## config.mk

```make
export PLATFORM = sky130hd
export DESIGN_NAME = key_note_sequencer
export DESIGN_NICKNAME = d
export VERILOG_FILES = /design/src/rtl/key_note_sequencer.sv
export SDC_FILE = /design/constraint.sdc
export NUM_CORES = 1
export LEC_CHECK = 0
export CAP_MARGIN = 10
export CORE_ASPECT_RATIO = 2
export CORE_UTILIZATION = 35
export CTS_CLUSTER_SIZE = 12
export DETAILED_ROUTE_END_ITERATION = 16
export PLACE_DENSITY = 0.48
export SYNTH_ARGS = -nofsm -noshare
export SYNTH_HDL_FRONTEND = slang
export SYNTH_SLANG_ARGS = --single-unit
```

## constraint.sdc

```tcl
create_clock -name clk -period 9.9 [get_ports clk]
set_input_delay 0.99 -clock clk [delete_from_list [all_inputs] [get_ports clk]]
set_output_delay 0.99 -clock clk [all_outputs]
set_load 0.01 [all_outputs]
```

## src/rtl/key_note_sequencer.sv

```systemverilog
// -----------------------------------------------------------------------------
// key_note_sequencer
//
// Sits between the keypad scanner and pwm_audio. It turns the one-hot key
// vector into a 10-bit tone divisor N and can record the note/rest sequence
// (with durations measured in ticks) and replay it with the same timing.
//
//   IDLE : N follows the decoded key (registered, 1-cycle latency).
//   REC  : N follows the keys; {code, dur} segments are written to a buffer.
//   PLAY : buffer entries are replayed onto N; the keypad is ignored.
//
// Parameters
//   TICK_DIV : clk cycles per duration tick (must be >= 2)
//   DEPTH    : number of buffer entries (must be >= 2)
//   DUR_W    : width of the per-entry duration field in ticks
//
// Ports
//   clk       : system clock
//   rst       : synchronous active-high reset
//   keys      : one-hot key vector from the keypad scanner
//   rec       : single-cycle pulse, start/stop recording
//   play      : single-cycle pulse, start/abort playback
//   N         : tone divisor to pwm_audio, 0 = silence
//   recording : high while recording
//   playing   : high while playing back
//   count     : number of valid entries in the buffer
//
// Build option
//   LOOP_EN : when defined, playback wraps from the last entry back to entry 0
//             and only a play pulse or rst leaves playback. When undefined,
//             playback is a single pass ending with N=0.
// -----------------------------------------------------------------------------
module key_note_sequencer #(
    parameter int TICK_DIV = 1000000,
    parameter int DEPTH    = 32,
    parameter int DUR_W    = 8
) (
    input  logic                     clk,
    input  logic                     rst,
    input  logic [15:0]              keys,
    input  logic                     rec,
    input  logic                     play,
    output logic [9:0]               N,
    output logic                     recording,
    output logic                     playing,
    output logic [$clog2(DEPTH):0]   count
);

    localparam int AW = $clog2(DEPTH);
    localparam int CW = $clog2(DEPTH) + 1;
    localparam int TW = (TICK_DIV > 1) ? $clog2(TICK_DIV) : 1;
    localparam int EW = 3 + DUR_W;
    localparam logic [DUR_W-1:0] DUR_MAX = '1;

    // S_LOAD is the first playback cycle: the registered RAM output for
    // entry 0 becomes valid here and is transferred to N on the next edge.
    typedef enum logic [1:0] {
        S_IDLE,
        S_REC,
        S_LOAD,
        S_PLAY
    } state_t;

    // ------------------------------------------------------------------------
    // Key decode and divisor lookup
    // ------------------------------------------------------------------------
    function automatic logic [2:0] key_code(input logic [15:0] k);
        case (k)
            16'h0001: return 3'd1;
            16'h0400: return 3'd2;
            16'h0800: return 3'd3;
            16'h1000: return 3'd4;
            16'h2000: return 3'd5;
            16'h4000: return 3'd6;
            16'h8000: return 3'd7;
            default:  return 3'd0;
        endcase
    endfunction

    function automatic logic [9:0] code_div(input logic [2:0] c);
        case (c)
            3'd1:    return 10'd498;
            3'd2:    return 10'd444;
            3'd3:    return 10'd395;
            3'd4:    return 10'd747;
            3'd5:    return 10'd665;
            3'd6:    return 10'd593;
            3'd7:    return 10'd559;
            default: return 10'd0;
        endcase
    endfunction

    // ------------------------------------------------------------------------
    // State
    // ------------------------------------------------------------------------
    state_t              state_reg;
    logic [9:0]          n_reg;
    logic                recording_reg;
    logic                playing_reg;
    logic [CW-1:0]       count_reg;
    logic [2:0]          seg_code_reg;
    logic [DUR_W-1:0]    seg_dur_reg;
    logic [AW-1:0]       rd_ptr_reg;
    logic [DUR_W-1:0]    remain_reg;
    logic [TW-1:0]       tick_cnt_reg;
    logic [EW-1:0]       rd_data_reg;

    logic [EW-1:0]       mem [DEPTH];

    // ------------------------------------------------------------------------
    // Combinational helpers
    // ------------------------------------------------------------------------
    logic [2:0]          cur_code;
    logic                tick_en;
    logic                tick_restart;
    logic [DUR_W-1:0]    dur_next;
    logic                seg_end;
    logic                wr_en;
    logic [EW-1:0]       wr_data;
    logic [AW-1:0]       wr_addr;
    logic [CW-1:0]       count_next;
    logic                last_entry;
    logic [AW-1:0]       rd_ptr_next;
    logic [AW-1:0]       rd_addr;
    logic [2:0]          rd_code;
    logic [DUR_W-1:0]    rd_dur;

    always_comb begin
        cur_code = key_code(keys);
        tick_en  = (tick_cnt_reg == TW'(TICK_DIV - 1));

        // The counter restarts when REC is entered and on the playback load
        // cycle, so the first entry's first tick is a full period after N
        // takes the entry's divisor.
        tick_restart = ((state_reg == S_IDLE) && rec) ||
                       ((state_reg == S_LOAD) && !play);

        // A tick on the same edge as a segment boundary still belongs to the
        // segment that is ending: the key was held for that whole period.
        dur_next = seg_dur_reg + DUR_W'(tick_en);
        seg_end  = (cur_code != seg_code_reg) || (dur_next == DUR_MAX);

        // Zero-length segments (key changed before any tick) are dropped.
        wr_en    = (state_reg == S_REC) && (rec || seg_end) && (dur_next != '0);
        wr_data  = {seg_code_reg, dur_next};
        wr_addr  = count_reg[AW-1:0];
        count_next = count_reg + CW'(1);

        // During playback the RAM is always reading the entry after the one
        // being sounded, so an advance can update N on the same edge.
        last_entry  = ({1'b0, rd_ptr_reg} == (count_reg - CW'(1)));
        rd_ptr_next = last_entry ? '0 : (rd_ptr_reg + AW'(1));
        rd_addr     = (state_reg == S_IDLE) ? '0 : rd_ptr_next;

        rd_code = rd_data_reg[EW-1:DUR_W];
        rd_dur  = rd_data_reg[DUR_W-1:0];
    end

    // ------------------------------------------------------------------------
    // Sequence buffer: synchronous-read RAM, no reset on contents
    // ------------------------------------------------------------------------
    always_ff @(posedge clk) begin
        if (wr_en) begin
            mem[wr_addr] <= wr_data;
        end
        rd_data_reg <= mem[rd_addr];
    end

    // ------------------------------------------------------------------------
    // Duration tick generator
    // ------------------------------------------------------------------------
    always_ff @(posedge clk) begin
        if (rst || tick_restart) begin
            tick_cnt_reg <= '0;
        end else if (tick_en) begin
            tick_cnt_reg <= '0;
        end else begin
            tick_cnt_reg <= tick_cnt_reg + TW'(1);
        end
    end

    // ------------------------------------------------------------------------
    // Control FSM with registered outputs
    // ------------------------------------------------------------------------
    always_ff @(posedge clk) begin
        if (rst) begin
            state_reg     <= S_IDLE;
            n_reg         <= '0;
            recording_reg <= 1'b0;
            playing_reg   <= 1'b0;
            count_reg     <= '0;
            seg_code_reg  <= '0;
            seg_dur_reg   <= '0;
            rd_ptr_reg    <= '0;
            remain_reg    <= '0;
        end else begin
            case (state_reg)
                S_IDLE: begin
                    n_reg <= code_div(cur_code);
                    // rec is tested first so it wins over a coincident play.
                    if (rec) begin
                        state_reg     <= S_REC;
                        recording_reg <= 1'b1;
                        count_reg     <= '0;
                        seg_code_reg  <= cur_code;
                        seg_dur_reg   <= '0;
                    end else if (play && (count_reg != '0)) begin
                        state_reg   <= S_LOAD;
                        playing_reg <= 1'b1;
                        n_reg       <= '0;
                        rd_ptr_reg  <= '0;
                    end
                end

                S_REC: begin
                    n_reg <= code_div(cur_code);
                    if (rec) begin
                        // Stop: flush the open segment (if non-empty).
                        if (wr_en) begin
                            count_reg <= count_next;
                        end
                        state_reg     <= S_IDLE;
                        recording_reg <= 1'b0;
                    end else if (seg_end) begin
                        // On saturation cur_code equals the old code, so the
                        // new segment continues the same note.
                        seg_code_reg <= cur_code;
                        seg_dur_reg  <= '0;
                        if (wr_en) begin
                            count_reg <= count_next;
                            if (count_next == CW'(DEPTH)) begin
                                state_reg     <= S_IDLE;
                                recording_reg <= 1'b0;
                            end
                        end
                    end else begin
                        seg_dur_reg <= dur_next;
                    end
                end

                S_LOAD: begin
                    if (play) begin
                        state_reg   <= S_IDLE;
                        playing_reg <= 1'b0;
                        n_reg       <= '0;
                    end else begin
                        state_reg  <= S_PLAY;
                        n_reg      <= code_div(rd_code);
                        remain_reg <= rd_dur;
                    end
                end

                S_PLAY: begin
                    if (play) begin
                        state_reg   <= S_IDLE;
                        playing_reg <= 1'b0;
                        n_reg       <= '0;
                    end else if (tick_en) begin
                        if (remain_reg == DUR_W'(1)) begin
`ifdef LOOP_EN
                            // rd_ptr_next already wraps to 0 after the last
                            // entry, and the RAM has prefetched entry 0.
                            rd_ptr_reg <= rd_ptr_next;
                            n_reg      <= code_div(rd_code);
                            remain_reg <= rd_dur;
`else
                            if (last_entry) begin
                                state_reg   <= S_IDLE;
                                playing_reg <= 1'b0;
                                n_reg       <= '0;
                            end else begin
                                rd_ptr_reg <= rd_ptr_next;
                                n_reg      <= code_div(rd_code);
                                remain_reg <= rd_dur;
                            end
`endif
                        end else begin
                            remain_reg <= remain_reg - DUR_W'(1);
                        end
                    end
                end

                default: begin
                    state_reg     <= S_IDLE;
                    recording_reg <= 1'b0;
                    playing_reg   <= 1'b0;
                    n_reg         <= '0;
                end
            endcase
        end
    end

    assign N         = n_reg;
    assign recording = recording_reg;
    assign playing   = playing_reg;
    assign count     = count_reg;

endmodule
```

==> impl_summary.md <==
Outcome
The flow ran to the end, and the final reports show no timing, DRC or antenna violations.

Clock tree
The total CTS buffers is 41. The clock transition at the registers of the reported paths is around 60 ps. The buffers inserted during post-CTS setup optimization is 0. In this run the clock root is driven by a sky130_fd_sc_hd__clkbuf_16.

The total of cells resized after clock tree synthesis is 0. At the later pin of the worst-skew pair, clock insertion delay measures around 560 ps. The maximum number of buffers from clock root to sink is 3.

The H-tree was split into 2 levels. Counting every sink on the clock net gives 427. The clock tree from TritonCTS is done. The number of buffers inserted by hold repair at cts is 0.

Yosys
The fraction of registers with async set/reset is 0%. The synthesized design contains 427 register bits. For this run, the leading register cell type out of synthesis is sky130_fd_sc_hd__edfxtp_1. The area share of the largest cell type after synthesis is about 59%. The count of yosys warnings during synthesis is 0. In the post-synthesis netlist, the biggest area contributors are sky130_fd_sc_hd__edfxtp_1 (59%), sky130_fd_sc_hd__dfxtp_1 (8.4%), sky130_fd_sc_hd__mux2i_1 (3.3%). The post-synthesis instance area is 17930 um2. The number of enable flip-flop cells after synthesis is 352. In the synthesized netlist, the cells that appear most often are sky130_fd_sc_hd__edfxtp_1 (352), sky130_fd_sc_hd__nor2_1 (141), sky130_fd_sc_hd__nand2_1 (117), sky130_fd_sc_hd__o21ai_0 (84), sky130_fd_sc_hd__dfxtp_1 (75). The library cell with the highest instance count after synthesis is sky130_fd_sc_hd__edfxtp_1.

After synthesis, the netlist uses 60 different library cells. A synthesized cell averages 12.74 um2. The synthesized design spends more area on one cell type than any other, namely sky130_fd_sc_hd__edfxtp_1. Synthesis produced roughly 1400 cells. When the netlist entered floorplanning its net count stood at 1438. Summing the sequential cell areas from Yosys gives 67.31% of the chip area.

Detailed routing
The final wirelength is 56.12 mm. The post-detailed-route count of antenna-violating nets is 0. The number of DRC markers in iteration 0 is 709. Dividing the detail-routed via count by the number of cells gives 5.505.

The total number of vias is between 10000 and 15000. The first TritonRoute pass finished after 5 iterations. The remaining design rule violation count is 0.

The met3 wirelength from detailed routing is 1.405 mm. In the final routing, the length of wire on met1 measures 18.91 mm. In the detailed route, the total length drawn on met2 is 32.47 mm. After detailed routing, the average wire length per cell comes to 26.64 um.

The top layer reached by signal wires is met4.

Floorplanning
During I/O placement, the number of pins put on the boundary was 38. The total die area is 52200 um2. The floorplan has 117 rows. The initial core utilization is 35.30%.

In this run the vertical extent of the chip is ~320 um. The die boundary width is ~160 um. The area of the placeable core is around 51000 um2.

Worst setup path
Walking the worst path, the cells encountered are ha_1 -> and4_1 -> nand2_1 -> nor2_1 -> ha_1 -> and2_1 -> and4_1 -> xnor2_1 -> clkinv_1 -> buf_4 -> nand4_1 -> nand4_1 -> o21a_1 -> nand2_1 -> nor2_1. Data on the critical path arrives at its endpoint at 5390 ps. The maximum single-stage delay on the critical path is 920 ps.

The critical-path maximum fanout is 34. The kind of start point of the critical path is a flip-flop. The worst setup path category is reg -> reg. Across all register-to-register paths, the minimum setup slack is between 4000 and 5000 ps. The family of cells with the greatest summed delay on the critical path is simple AND/OR/NAND/NOR gates. The worst setup path is captured at a flip-flop. The count of buffer and inverter cells on the critical path is 2. The slowest stage cell on the critical path is sky130_fd_sc_hd__nor2_1.

At the worst endpoint, the required time is 10070 ps.

Final layout
The filler cells instantiated in the layout total 4793. Cells with a size suffix above 1 make up 7.846% of the layout. The layout overhead on the synthesized area is 12.90%. The end-of-flow core utilization is 39.86%. Across the whole layout, storage elements account for 12080 um2. The register with the most flip-flops in the layout has 352 of them.

The diode insertion count for antenna repair is 0. The area taken by multi-input logic gates is 5490 um2. The final layout net count is 1458.

Placed design
The quantity of I/O buffers inserted on ports is 37. Routability-driven placement finished with a final weighted congestion of 0.8658. The post-detailed-placement half-perimeter wirelength is 39.03 mm.

STA
Setup violations remaining at the end of the flow were counted as 0. The number of max-slew violations in the final report is 0. On the final layout, the worst clock skew is 10.31 ps. Measured against its own limit, the worst slew margin works out to approximately 29%. At the pin with the least slew margin, the transition time is between 1000 and 1500 ps. For the final routed database, the setup TNS stands at 0 ps.

For this run, the top clock speed supported by timing is 191.6 MHz. The number of hold-slack violations in the final timing report is 0. Setup repair after global routing left no endpoint under its margin. The routed design could run at a clock period as short as 5218 ps. After layout, the worst path uses a little over half of the clock period.

Global routing
Entering global routing, the biggest net connects 61 pins. The total overflow left after global routing is 0. Global routing consumed, over all layers together, 22.00% of the routing resources. The via count of the first global-routing pass is 11970.

The initial antenna violation count was 0. The global-route wire length before repair is ~80 mm.

Pwr
The internal portion of the total power is 2785 uW. For this design the ratio of total power to cell area is 176.4 nW/um2. Net switching is 22.04% of the power. The worst-case IR drop observed on VDD is roughly 140 uV. The sequential group share of total power is between 50% and 60%. The net switching power of the design is 787.4 uW. The total leakage power is 0.006652 uW. Combinational logic is responsible for under 10% of the overall power. The power share of the clock group is 41.1%.

Run
The number of max-cap violations is 0.

Hold path
The worst hold path belongs to the class reg -> reg.
-- worst reg2reg max path, delay by kind of cell, from the launching register on --
| kind | cells | cell delay (ps) |
|---|---|---|
| buf+inv | 2 | 440 |
| flops | 1 | 370 |
| xor+xnor | 1 | 80 |
| fa+ha+maj | 2 | 530 |
| simple gates | 9 | 3140 |
| compound gates | 1 | 270 |
-- cell usage in the layout (no fill, tap or decap), types with 4 or more instances in the layout --
cell type,Yosys,layout
sky130_fd_sc_hd__mux2_2,11,11
sky130_fd_sc_hd__xor2_1,25,24
sky130_fd_sc_hd__or3_1,7,7
sky130_fd_sc_hd__clkdlybuf4s50_1,0,37
sky130_fd_sc_hd__buf_4,2,31
sky130_fd_sc_hd__nand3b_1,8,8
sky130_fd_sc_hd__a31oi_1,26,26
sky130_fd_sc_hd__a211oi_1,64,64
sky130_fd_sc_hd__ha_1,10,9
sky130_fd_sc_hd__and2_1,6,6
sky130_fd_sc_hd__clkbuf_1,72,23
sky130_fd_sc_hd__a22oi_1,32,32
sky130_fd_sc_hd__or4_1,13,13
sky130_fd_sc_hd__o22ai_1,25,25
sky130_fd_sc_hd__nor3_1,30,29
sky130_fd_sc_hd__nand3_1,24,24
sky130_fd_sc_hd__and3_1,5,5
sky130_fd_sc_hd__dfxtp_1,75,74
sky130_fd_sc_hd__nand2b_1,4,4
sky130_fd_sc_hd__nor2_1,141,140
sky130_fd_sc_hd__edfxtp_1,352,352
sky130_fd_sc_hd__a21oi_1,52,52
sky130_fd_sc_hd__inv_1,20,19
sky130_fd_sc_hd__clkbuf_16,0,43
sky130_fd_sc_hd__nand2_1,117,117
sky130_fd_sc_hd__or2_2,4,4
sky130_fd_sc_hd__mux2i_1,60,60
sky130_fd_sc_hd__xnor2_1,24,21
sky130_fd_sc_hd__a221o_1,11,11
sky130_fd_sc_hd__o21ai_0,84,83
sky130_fd_sc_hd__a21o_1,5,5
sky130_fd_sc_hd__nor4_1,8,8
sky130_fd_sc_hd__a221oi_1,16,16
sky130_fd_sc_hd__nand4_1,9,9
sky130_fd_sc_hd__a221oi_2,7,7
-- routing by layer --
metal,vias up,GRT usage (%)
met5,-,0
li1,5385,-
met2,267,44.29
met4,0,12.73
met1,5840,21.10
met3,107,1.996
-- stage by stage --
stage	total power (uW)	cell area [um2]	cells	hold slack (ps)	worst slack, ps
after floorplan	2068	17930	1408	429.7	5510
after global placement	2144	19060	2039	442.5	4563
after detailed placement	2144	19060	2039	457.6	4420
after CTS	3598	20250	2107	471.8	4578
after global routing	3668	20250	2107	504.0	4343
final	3572	20250	2107	467.1	4682
-- worst paths after layout --
path                          end            start  cells after the start
setup reg to reg       mem[17][6]  tick_cnt_reg[0]                     15
hold / removal    tick_cnt_reg[0]  tick_cnt_reg[0]                      1
setup / recovery       mem[17][6]  tick_cnt_reg[0]                     15
hold reg to reg   tick_cnt_reg[0]  tick_cnt_reg[0]                      1
-- power groups by stage --
stage	combinational, uW	sequential (uW)	clock (uW)
after floorplan	98.5	1970	0
after global placement	165	1980	0
after detailed placement	165	1980	0
after CTS	165	1940	1490
after global routing	176	1940	1550
final	164	1940	1470
-- layout make-up --
class	count	share of cell area, %
multi-input cells	870	27.12
repair buffers	68	2.979
clock buffers	67	5.809
well taps	654	4.042
flip-flops and latches	427	59.64
inverters	20	0.3708
clock inverters	1	0.04326
-- cells by family after synthesis --
group,after synthesis,share of synthesized area [%]
AOI/OAI and AO/OA,349,13.02
xor gates and xnor gates,49,2.393
adders and majority gates,10,0.6977
buffers and inverters,111,2.470
DFF,427,67.31
muxes,71,4.040
and+or+nand+nor,391,10.07
Power figures use the tool's default switching activity.
